**config.mk**
```make
export PLATFORM = sky130hd
export DESIGN_NAME = scanline_sync_fx
export DESIGN_NICKNAME = d
export VERILOG_FILES = /design/src/rtl/scanline_sync_fx.sv
export SDC_FILE = /design/constraint.sdc
export NUM_CORES = 1
export LEC_CHECK = 0
export BUFFER_PORTS_ARGS = -buffer_cell sky130_fd_sc_hd__buf_2
export CORE_MARGIN = 2
export CORE_UTILIZATION = 60
export CTS_BUF_LIST = sky130_fd_sc_hd__clkbuf_8 sky130_fd_sc_hd__clkbuf_16
export CTS_CLUSTER_SIZE = 40
export DETAILED_ROUTE_END_ITERATION = 6
export PLACE_DENSITY = 0.81
export SLEW_MARGIN = 10
export SYNTH_ARGS = -nofsm -noshare
export SYNTH_HDL_FRONTEND = slang
export SYNTH_SLANG_ARGS = --single-unit
```
**constraint.sdc**
```tcl
create_clock -name clk_vid -period 3.43 [get_ports clk_vid]
set_input_delay 0.343 -clock clk_vid [delete_from_list [all_inputs] [get_ports clk_vid]]
set_output_delay 0.343 -clock clk_vid [all_outputs]
set_load 0.02 [all_outputs]
```
**src/rtl/scanline_sync_fx.sv**
```systemverilog
// scanline_sync_fx: post-mixer video stage. Measures HSync/VSync polarity and
// presents both as active-high. Tracks line parity inside each frame, darkens
// odd lines by a selectable amount, and forces RGB to black during blanking.
// Every output is registered once per ce_pix sample.
module scanline_sync_fx #(
    parameter int CNT_W = 12
) (
    input  logic             clk_vid,
    input  logic             reset_n,
    input  logic             ce_pix,
    input  logic [1:0]       scanlines,
    input  logic [7:0]       R_in,
    input  logic [7:0]       G_in,
    input  logic [7:0]       B_in,
    input  logic             HSync_in,
    input  logic             VSync_in,
    input  logic             HBlank_in,
    input  logic             VBlank_in,
    output logic [7:0]       R_out,
    output logic [7:0]       G_out,
    output logic [7:0]       B_out,
    output logic             HSync_out,
    output logic             VSync_out,
    output logic             HBlank_out,
    output logic             VBlank_out,
    output logic             line_odd
);

    // Polarity measurement state
    logic [CNT_W-1:0] h_hi, h_lo, v_hi, v_lo;
    logic [CNT_W-1:0] h_hi_d, h_lo_d, v_hi_d, v_lo_d;
    logic             h_pol, v_pol, h_pol_d, v_pol_d;

    // Raw and normalised edge-detect history
    logic             hs_raw_q, vs_raw_q;
    logic             hs_n_q, vs_n_q;

    // Per-sample combinational results
    logic             h_rise, v_rise;
    logic             hs_n, vs_n;
    logic             hs_edge, vs_edge;
    logic             odd_d;
    logic [7:0]       r_d, g_d, b_d;

    function automatic logic [CNT_W-1:0] sat_inc(input logic [CNT_W-1:0] v);
        return (&v) ? v : v + CNT_W'(1);
    endfunction

    // Mode 0 leaves the channel untouched, so the caller only gates on parity.
    function automatic logic [7:0] darken(input logic [7:0] c, input logic [1:0] mode);
        case (mode)
            2'd1:    return c - (c >> 2);
            2'd2:    return c >> 1;
            2'd3:    return c >> 2;
            default: return c;
        endcase
    endfunction

    // Next-state: polarity counters, normalised sync, parity and colour.
    always_comb begin
        h_rise  = HSync_in & ~hs_raw_q;
        v_rise  = VSync_in & ~vs_raw_q;

        h_pol_d = h_pol;
        h_hi_d  = h_hi;
        h_lo_d  = h_lo;
        if (h_rise) begin
            h_pol_d = (h_hi > h_lo);
            // The edge sample itself starts the new high period.
            h_hi_d  = CNT_W'(1);
            h_lo_d  = '0;
        end else if (HSync_in) begin
            h_hi_d  = sat_inc(h_hi);
        end else begin
            h_lo_d  = sat_inc(h_lo);
        end

        v_pol_d = v_pol;
        v_hi_d  = v_hi;
        v_lo_d  = v_lo;
        if (v_rise) begin
            v_pol_d = (v_hi > v_lo);
            v_hi_d  = '0;
            v_lo_d  = '0;
        end
        // A line start on the same sample as a VSync edge counts into the new frame.
        if (h_rise) begin
            if (VSync_in) v_hi_d = sat_inc(v_hi_d);
            else          v_lo_d = sat_inc(v_lo_d);
        end

        hs_n    = HSync_in ^ h_pol_d;
        vs_n    = VSync_in ^ v_pol_d;
        // A polarity flip reloads the detector instead of producing an edge.
        hs_edge = hs_n & ~hs_n_q & (h_pol_d == h_pol);
        vs_edge = vs_n & ~vs_n_q & (v_pol_d == v_pol);

        odd_d = line_odd;
        if (vs_edge)      odd_d = 1'b0;
        else if (hs_edge) odd_d = ~line_odd;

        r_d = R_in;
        g_d = G_in;
        b_d = B_in;
        if (HBlank_in || VBlank_in) begin
            r_d = '0;
            g_d = '0;
            b_d = '0;
        end else if (odd_d) begin
            r_d = darken(R_in, scanlines);
            g_d = darken(G_in, scanlines);
            b_d = darken(B_in, scanlines);
        end
    end

    // Single pixel-enable register stage for all state and outputs.
    always_ff @(posedge clk_vid or negedge reset_n) begin
        if (!reset_n) begin
            h_hi       <= '0;
            h_lo       <= '0;
            v_hi       <= '0;
            v_lo       <= '0;
            h_pol      <= 1'b0;
            v_pol      <= 1'b0;
            hs_raw_q   <= 1'b0;
            vs_raw_q   <= 1'b0;
            hs_n_q     <= 1'b0;
            vs_n_q     <= 1'b0;
            line_odd   <= 1'b0;
            R_out      <= '0;
            G_out      <= '0;
            B_out      <= '0;
            HSync_out  <= 1'b0;
            VSync_out  <= 1'b0;
            HBlank_out <= 1'b0;
            VBlank_out <= 1'b0;
        end else if (ce_pix) begin
            h_hi       <= h_hi_d;
            h_lo       <= h_lo_d;
            v_hi       <= v_hi_d;
            v_lo       <= v_lo_d;
            h_pol      <= h_pol_d;
            v_pol      <= v_pol_d;
            hs_raw_q   <= HSync_in;
            vs_raw_q   <= VSync_in;
            hs_n_q     <= hs_n;
            vs_n_q     <= vs_n;
            line_odd   <= odd_d;
            R_out      <= r_d;
            G_out      <= g_d;
            B_out      <= b_d;
            HSync_out  <= hs_n;
            VSync_out  <= vs_n;
            HBlank_out <= HBlank_in;
            VBlank_out <= VBlank_in;
        end
    end

endmodule
```
# Yosys cells after proc, flatten, opt, wreduce, memory -nomap -nowiden
# Cells that the tools add are included.
# totals
register_bits	81
in_bits	33
out_inout_bits	29
wordCells	81
# op_classes
addsub	7
magnitude_cmp	2
eq_ne	8
n_mux	27
bitwise	13
reduce_logical	8
# op_table
cell	count
2-to-1 mux 12 bit	14
case mux 8 bit (3 select lines)	3
adder 12 x 1 -> 12 bit, second input constant	4
2-to-1 mux 8 bit	6
AND reduction 12 bit	4
> comparator 12 bit	2
subtractor 8 x 6 -> 8 bit	3
AND 1 bit	6
AND reduction 3 bit	2
NOT 1 bit	5
== test 2 bit, second input constant	2
2-to-1 mux 1 bit	4
!= test 2 bit, second input constant	2
== test 1 bit	2
== test 2 x 1 -> 1 bit, second input constant	1
!= test 2 x 1 -> 1 bit, second input constant	1
nonzero test 2 bit	1
bitwise XOR 1 bit	2
logical OR 1 bit	1

# Longest topological paths before layout
# Gate-level depths: netlist (run 1).
# depth
ltp_word	10
ltp_mapped	15
depth_no_buf	12

# Least setup slack after synthesis (run 1)
# OpenSTA, ideal clock, no wires.
# synth_path
path_kind	flip-flop to flip-flop
from	register h_hi[10]
to	register B_out[6]
setup_time_ps	129
arrival_ps	2444
required_ps	3301
path_slack_ps	857
path_stages_with_launch	12
n_path_buf	2
synth_period_minus_slack_ps	2573
path_cell_list	dfrtp_1 > ha_1 > and4_1 > nand4_1 > a21o_1 > and4_4 > or3_4 > and3_1 > buf_6 > buf_12 > a221oi_1 > o2bb2ai_1
# synth_between
elab_chain_cells	9
word_cells_on_any_way	10
classes_between	order compare (1); eq/ne (1); mux (5); bitwise (3)
# synth_lines
element	line_no	source
from (decl)	30	logic [CNT_W-1:0] h_hi, h_lo, v_hi, v_lo;
from (signal assigned)	138	h_hi <= h_hi_d;
> comparator 12 bit *	68	h_pol_d = (h_hi > h_lo);
2-to-1 mux 1 bit *	67	if (h_rise) begin
bitwise XOR 1 bit	92	hs_n = HSync_in ^ h_pol_d;
AND 1 bit	95	hs_edge = hs_n & ~hs_n_q & (h_pol_d == h_pol);
AND 1 bit *	95	
2-to-1 mux 1 bit *	100	else if (hs_edge) odd_d = ~line_odd;
2-to-1 mux 1 bit *	99	if (vs_edge) odd_d = 1'b0;
2-to-1 mux 8 bit *	109	end else if (odd_d) begin
2-to-1 mux 8 bit *	105	if (HBlank_in || VBlank_in) begin
to (signal assigned)	132	B_out <= '0;
to (signal assigned)	151	B_out <= b_d;
to (decl)	21	output logic [7:0] B_out,
# Every way passes the cells marked *; elsewhere a longest branch is shown, timed or not.
# A chain may end at the register's enable or synchronous reset.

# Worst setup path in the final report (run 1)
# layout_path
from	register h_lo[10]
to	register G_out[7]
# layout_between
elab_chain_cells	9
word_cells_on_any_way	10
classes_between	order compare (1); eq/ne (1); mux (5); bitwise (3)
# layout_lines
element	line_no	source
from (decl)	30	
from (signal assigned)	139	h_lo <= h_lo_d;
> comparator 12 bit *	68	
2-to-1 mux 1 bit *	67	
bitwise XOR 1 bit	92	
AND 1 bit	95	
AND 1 bit *	95	
2-to-1 mux 1 bit *	100	
2-to-1 mux 1 bit *	99	
2-to-1 mux 8 bit *	109	
2-to-1 mux 8 bit *	105	
to (signal assigned)	150	G_out <= g_d;
to (decl)	20	output logic [7:0] G_out,
# Marks and branches as above.

==> metrics.yaml, run 1 <==
status:
  outcome: "finished clean"
setup_path:
  required_ns: 3.68
  end_kind: "flip-flop"
  crit_path_start_kind: "flip-flop"
  ff2ff_path_depth: 10
  r2r-end: "G_out[7]"
  cp_max_fo: 16
  slowest_stage: "and3_1"
  worstSetupPathType: "flip-flop to flip-flop"
  reg2reg_slack_ns: 0.37
  critPathTopFamily: "simple AND/OR/NAND/NOR gates"
  cpPeakStageDelay_ns: 0.70
  path_cells: "inv_1 -> ha_1 -> and4_1 -> nand4_1 -> o21ai_0 -> a22o_1 -> o21ai_0 -> and3_1 -> nor3_1 -> a2111o_1"
  critPathArrivalTime_ns: 3.31
  cp_num_buf_inv: 1
  r2r-start: "h_lo[10]"
  cpMostUsedCell: "o21ai_0"
clock_network:
  cts_buffers: 9
  numClockSinks: 81
  postCtsResizedCells: 0
  cts_hold_buf: 0
  clkTransAtPathRegs_ns: 0.08
  clk_path_buf_depth: 2
  cts-root-buf: "clkbuf_8"
  cts_setup_buffers: 0
  cts_max_level: 3
  cts_tree: "yes"
  worstSkewPairLatency_ns: 0.36
yosys:
  netlist_area_um2: 5983
  synth_ff_type: "dfrtp_1"
  synth-edff-count: 0
  synth.avg_cell_area_um2: 8.851
  syn_inst: 676
  syn_nets: 758
  synth_cell_types: 62
  async_flop_share_pct: 100.0
  synth_warnings: 0
  yosys-top-cells-count: "dfrtp_1, inv_1, nor2_1"
  yosysMostFrequentCell: "dfrtp_1"
  synth-seq-area-share_pct: 33.88
  yosys-top-cells-area: "dfrtp_1, ha_1, inv_1, o21ai_0, nor2_1"
  synth_top_area_share_pct: 33.88
  yosys.area.top_type: "dfrtp_1"
  ys_seq_elements: 81
finish:
  area_growth_pct: 9.661
  drive_gt1_share_pct: 13.84
  finalNetCount: 807
  diodes: 0
  fillers: 788
  design_area_um2: 6561
route:
  first_iter_violations: 281
  drc: 0
  drt_first_pass_iters: 5
  routedWlPerCell_um: 16.73
  drt-total-wl_um: 14430
  dr_total_vias: 5212
  viasPerCell: 6.039
  ant_nets: 0
sta:
  worst_slew_pin_slew_ns: 1.109
  slew_viol_final: 0
  max_freq_mhz: 327.1
  timing.final.crit_period_ns: 3.057
  timing.final.crit_share_pct: 89.12
  setup_viol: 0
  rsz0062_at_grt: "false"
  holdWs_ns: 0.1420
  tns_ns: 0
  skew_ns: 0.007629
  hold_viol: 0
  relSlewSlack_pct: 25.51
place:
  place_area_um2: 6341
  port_buffers: 61
  dpl.hpwl_um: 10550
  gp_congestion: 0.9628
floorplanning:
  die-width_um: 103.9
  die-area_um2: 10790
  start_util_pct: 61.50
  core_um2: 9729
  die_h_um: 103.9
  placementRows: 36
  ioPinCount: 62
global_routing:
  grt_max_degree: 82
  grtUsageTotal_pct: 27.51
  grt_pass1_vias: 5257
  grt_pass1_wl_um: 24440
  antenna_found_initial: 0
  grt_overflow: 0
flow_run:
  cap_viol_max_count: 0
power_and_ir_drop:
  powerDensity_nw_per_um2: 455.6
  vdd_drop_max_mv: 0.3254
  p_leak_nw: 3.012
min_path:
  hold_class: "primary input to asynchronous set/reset pin"
-- flip-flops by register name, summed over array words and instances (netlist names) --
register    count
G_out           8
h_lo           12
line_odd        1
h_pol           1
R_out           8
hs_n_q          1
hs_raw_q        1
vs_n_q          1
h_hi           12
VBlank_out      1
v_hi           12
v_lo           12
B_out           8
HBlank_out      1
vs_raw_q        1
v_pol           1
-- report_power, final --
part           switching, mW  internal (mW)  total [mW]
clock                  0.356          0.426       0.782
combinational          0.632          0.407        1.04
sequential             0.107           1.06        1.17
total                   1.09           1.90        2.99
-- worst max path at each step --
| stage | cells after the start | slack, ns | start | end |
|---|---|---|---|---|
| CTS | 10 | 0.35 | h_lo[10] | G_out[7] |
| detailed placement | 10 | 0.40 | h_lo[10] | G_out[7] |
| global route | 10 | 0.16 | h_lo[10] | G_out[7] |
| finish | 10 | 0.37 | h_lo[10] | G_out[7] |
| floorplan | 11 | 0.86 | h_hi[10] | B_out[6] |
| global placement | 8 | 0.53 | v_hi[1] | R_out[7] |
-- metal layers --
metal,global-route usage (%),vias to the layer above,share of wire (%)
met3,4.135,30,5.0
met5,0,-,0
li1,-,2518,-
met4,12.36,0,2.6
met2,46.48,177,49
met1,35.00,2487,43
-- through the flow --
stage / util (%) / instances / setup slack, ns / power, mW
after global routing: 67.44 / 863 / 0.1560 / 3.170
after detailed placement: 65.17 / 847 / 0.3974 / 2.213
after CTS: 67.44 / 863 / 0.3513 / 2.994
after floorplan: - / 676 / 0.8573 / 1.951
after global placement: 65.17 / 847 / 0.5301 / 2.163
final: 67.44 / 863 / 0.3730 / 2.990
-- cell families after synthesis --
logic type               Yosys count  synth area share, %
multiplexers                      26                5.709
AO/OA/AOI/OAI                    151                16.83
AND/OR/NAND/NOR                  228                20.18
XOR/XNOR                          35                5.123
buffers and inverters            106                7.654
flip-flops                        81                33.88
adder cells (fa/ha/maj)           49                10.62
-- cell usage in the layout (no fill, tap or decap), types with 10 or more instances in the layout --
| master | netlist | routed |
|---|---|---|
| xor2_1 | 16 | 16 |
| nor2b_1 | 10 | 10 |
| nand4_1 | 18 | 18 |
| nand3_1 | 21 | 21 |
| dfrtp_1 | 81 | 81 |
| mux2i_1 | 15 | 15 |
| nor3b_1 | 14 | 14 |
| inv_1 | 75 | 76 |
| nand2_1 | 47 | 47 |
| o21ai_0 | 42 | 42 |
| nor3_1 | 13 | 13 |
| buf_2 | 5 | 60 |
| clkbuf_8 | 0 | 10 |
| nor2_1 | 50 | 50 |
| a21oi_1 | 34 | 34 |
| ha_1 | 46 | 46 |
| xnor2_1 | 19 | 19 |
| o2bb2ai_1 | 10 | 10 |
-- final cells by class --
cell class	count	area (um^2)	share of cell area, %
Clock buffer	10	137.6	2.098
Clock inverter	6	82.58	1.259
Inverter	75	281.5	4.291
Multi-Input combinational cell	489	3498	53.32
Sequential cell	81	2027	30.89
Tap cell	133	166.4	2.536
Timing Repair Buffer	69	367.9	5.606
Note: power is estimated with default switching activity, not from simulation.
==> run 2: changes to the inputs <==
Settings changed: ABC_AREA set to 1, CORE_UTILIZATION 60 to 61, PLACE_DENSITY 0.81 to 0.82.
==> metrics.yaml, run 2 <==
route:
  dr.max_layer_used: "met4"
  drc: 0  # unchanged
  drt_first_pass_iters: 5  # unchanged
  routedWlPerCell_um: 13.35  # -20%
  dr_total_vias: 6039  # +16%
  routed-wl-met3_um: 815  # +13%
  wl_met2_um: 6876  # -3.3%
  ant_nets: 0  # unchanged
  drt-total-wl_um: 14750  # +2.2%
  wirelength_met1_um: 6835  # +9.9%
  first_iter_violations: 262  # -6.8%
  viasPerCell: 5.465  # -9.5%
place:
  dpl.hpwl_um: 11350  # +7.6%
  gp_congestion: 0.9025  # -6.3%
  port_buffers: 61  # unchanged
finish:
  final_common_cell: "nand2_1"
  drive_gt1_share_pct: 12.49  # -1.3 points
  area_growth_pct: 9.121
  diodes: 0  # unchanged
  fillers: 931  # +18%
  layout_common_cells: "nand2_1, inv_1, dfrtp_1"
  finalNetCount: 1047  # +30%
sta:
  max_freq_mhz: 397.3  # +21%
  relSlewSlack_pct: 47.68  # +22 points
  setup_viol: 0  # unchanged
  timing.final.crit_period_ns: 2.517  # -0.5400 ns
  timing.final.crit_share_pct: 73.38  # -16 points
  tns_ns: 0  # unchanged
  worst_slew_pin_slew_ns: 0.7848  # -0.3240 ns
  skew_ns: 0.007031  # -0.0005986 ns
  hold_viol: 0  # unchanged
  slew_viol_final: 0  # unchanged
  rsz0062_at_grt: "false"
clock_network:
  clk_path_buf_depth: 2  # unchanged
  clkTransAtPathRegs_ns: 0.08  # about the same
  cts-root-buf: "clkbuf_8"
  cts_hold_buf: 0  # unchanged
  cts_tree: "yes"
  cts_max_level: 3  # unchanged
  cts_setup_buffers: 0  # unchanged
  worstSkewPairLatency_ns: 0.35  # about the same
  cts_buffers: 9  # unchanged
  postCtsResizedCells: 0  # unchanged
  numClockSinks: 81  # unchanged
yosys:
  netlist_area_um2: 6351  # +6.1%
  async_flop_share_pct: 100.0  # unchanged
  yosysMostFrequentCell: "nand2_1"
  syn_nets: 993  # +31%
  yosys-top-cells-count: "nand2_1, inv_1, dfrtp_1"
  synth.avg_cell_area_um2: 6.972  # -21%
  synth_warnings: 0  # unchanged
  synth-edff-count: 0  # unchanged
  syn_inst: 911  # +35%
  yosys-top-cells-area: "dfrtp_1, nand2_1, ha_1, inv_1, o21ai_0"
  synth_ff_type: "dfrtp_1"
  synth-seq-area-share_pct: 31.91  # -2.0 points
  synth_top_area_share_pct: 31.91  # -2.0 points
  synth_cell_types: 45  # -27%
  ys_seq_elements: 81  # unchanged
  yosys.area.top_type: "dfrtp_1"
setup_path:
  critPathArrivalTime_ns: 2.76  # -0.55 ns
  crit_path_start_kind: "flip-flop"
  required_ns: 3.68  # about the same
  end_kind: "flip-flop"
  cp_max_fo: 40  # +24
  worstSetupPathType: "flip-flop to flip-flop"
power_and_ir_drop:
  power.internal_mw: 1.772  # -6.5%
  p_leak_nw: 3.524  # +17%
  vdd_drop_max_mv: 0.2271  # -30%
  powerDensity_nw_per_um2: 430.4  # -5.5%
  p_seq_share_pct: 39.9  # +0.8 points
  p_switching_mw: 1.211  # +11%
  clkPwrFrac_pct: 22.0  # -4.1 points
  pwr-share-comb_pct: 38.2  # +3.4 points
  finalPower_mw: 2.983  # -0.22%
  switching_share_pct: 40.60  # +4.0 points
min_path:
  hold_class: "primary input to asynchronous set/reset pin"
global_routing:
  grt_pass1_vias: 5629  # +7.1%
  grt_overflow: 0  # unchanged
  grt_max_degree: 65  # -21%
  antenna_found_initial: 0  # unchanged
  grtUsageTotal_pct: 27.49  # about the same
  grt_pass1_wl_um: 25210  # +3.1%
floorplanning:
  core_um2: 10230  # +5.2%
  ioPinCount: 62  # unchanged
  die_h_um: 106.0  # +2.1%
  placementRows: 37  # +2.8%
  start_util_pct: 62.08  # +0.58 points
  die-width_um: 106.0  # +2.1%
  die-area_um2: 11240  # +4.2%
status:
  outcome: "finished clean"
flow_run:
  cap_viol_max_count: 0  # unchanged
==> run 2: cell count changes after synthesis, moves of 8 or more <==
| cell | before | now |
|---|---|---|
| nor3b_1 | 14 | 0 |
| o21ai_0 | 42 | 64 |
| a21oi_1 | 34 | 55 |
| nand2_1 | 47 | 262 |
| o21ai_1 | 0 | 17 |
| xnor2_1 | 19 | 6 |
| and3_1 | 9 | 0 |
| o2bb2ai_1 | 10 | 0 |
| inv_1 | 75 | 129 |
| nand2_2 | 0 | 8 |
| mux2i_1 | 15 | 0 |
| nor2b_1 | 10 | 0 |
| nand3_1 | 21 | 42 |
==> run 2: layout make-up <==
| class | count | area (um^2) | share of cell area (%) |
|---|---|---|---|
| Timing Repair Buffer | 67 | 352.8 | 5.091 |
| Clock inverter | 3 | 15.01 | 0.2166 |
| Tap cell | 136 | 170.2 | 2.455 |
| Clock buffer | 12 | 165.2 | 2.383 |
| Multi-Input combinational cell | 672 | 3697 | 53.35 |
| Sequential cell | 81 | 2027 | 29.25 |
| Inverter | 134 | 503.0 | 7.258 |
==> run 2: final timing paths <==
check	cells past startpoint	start	slack (ns)	end
setup reg to reg	16	h_lo[11]	0.91	G_out[7]
hold reg to reg	1	h_lo[11]	0.47	h_lo[11]
min in group clk_vid	3	HBlank_in	0.23	HBlank_out
hold / removal	1	reset_n	0.08	v_hi[5]
max in group asynchronous	2	reset_n	2.60	h_lo[9]
setup / recovery	16	h_lo[11]	0.91	G_out[7]
==> run 2: power by group through the flow <==
| stage | Sequential (mW) | Combinational [mW] | Clock [mW] |
|---|---|---|---|
| after floorplan | 1.26 | 0.835 | 0 |
| after global placement | 1.20 | 1.12 | 0 |
| after detailed placement | 1.21 | 1.14 | 0 |
| after CTS | 1.19 | 1.14 | 0.664 |
| after global routing | 1.20 | 1.30 | 0.705 |
| final | 1.19 | 1.14 | 0.655 |
==> run 2: cells by family after synthesis <==
kind of cell | after synthesis | share of synthesized area, %
simple gates | 433 | 30.59
compound gates | 169 | 14.64
buf+inv | 158 | 9.949
flops | 81 | 31.91
fa+ha+maj | 49 | 10.01
xor+xnor | 21 | 2.896
==> run 2: per-layer routing <==
layer | vias to the layer above | global-route usage, %
li1 | 3089 | -
met1 | 2760 | 36.88
met2 | 170 | 46.45
met3 | 20 | 3.004
met4 | 0 | 9.492
met5 | - | 0
==> run 2: critical path, stage by stage, from the launching register on <==
cell,delay (ns)
dfrtp_1,0.40
inv_1,0.13
ha_1,0.26
nand2_1,0.09
inv_1,0.05
nand2_2,0.06
clkinv_1,0.07
nand2_1,0.07
nand3_1,0.10
nand3_1,0.09
nand2_1,0.07
nor2_2,0.13
nand3_2,0.20
nand3_4,0.39
nand2_1,0.14
nand3_1,0.11
nand2_1,0.05
==> run 2: stage by stage <==
| stage | setup WS [ns] | util [%] | hold WS, ns | std cells | cell area [um^2] |
|---|---|---|---|---|---|
| 6_report | 0.9130 | 67.74 | 0.08148 | 1105 | 6930 |
| 4_1_cts | 0.9224 | 67.74 | 0.1042 | 1105 | 6930 |
| 2_1_floorplan | 1.379 | - | 0.04741 | 911 | 6351 |
| 3_3_place_gp | 0.9980 | 65.98 | 0.4479 | 1090 | 6750 |
| 5_1_grt | 0.6651 | 67.74 | 0.1595 | 1105 | 6930 |
| 3_5_place_dp | 0.9720 | 65.98 | 0.4543 | 1090 | 6750 |
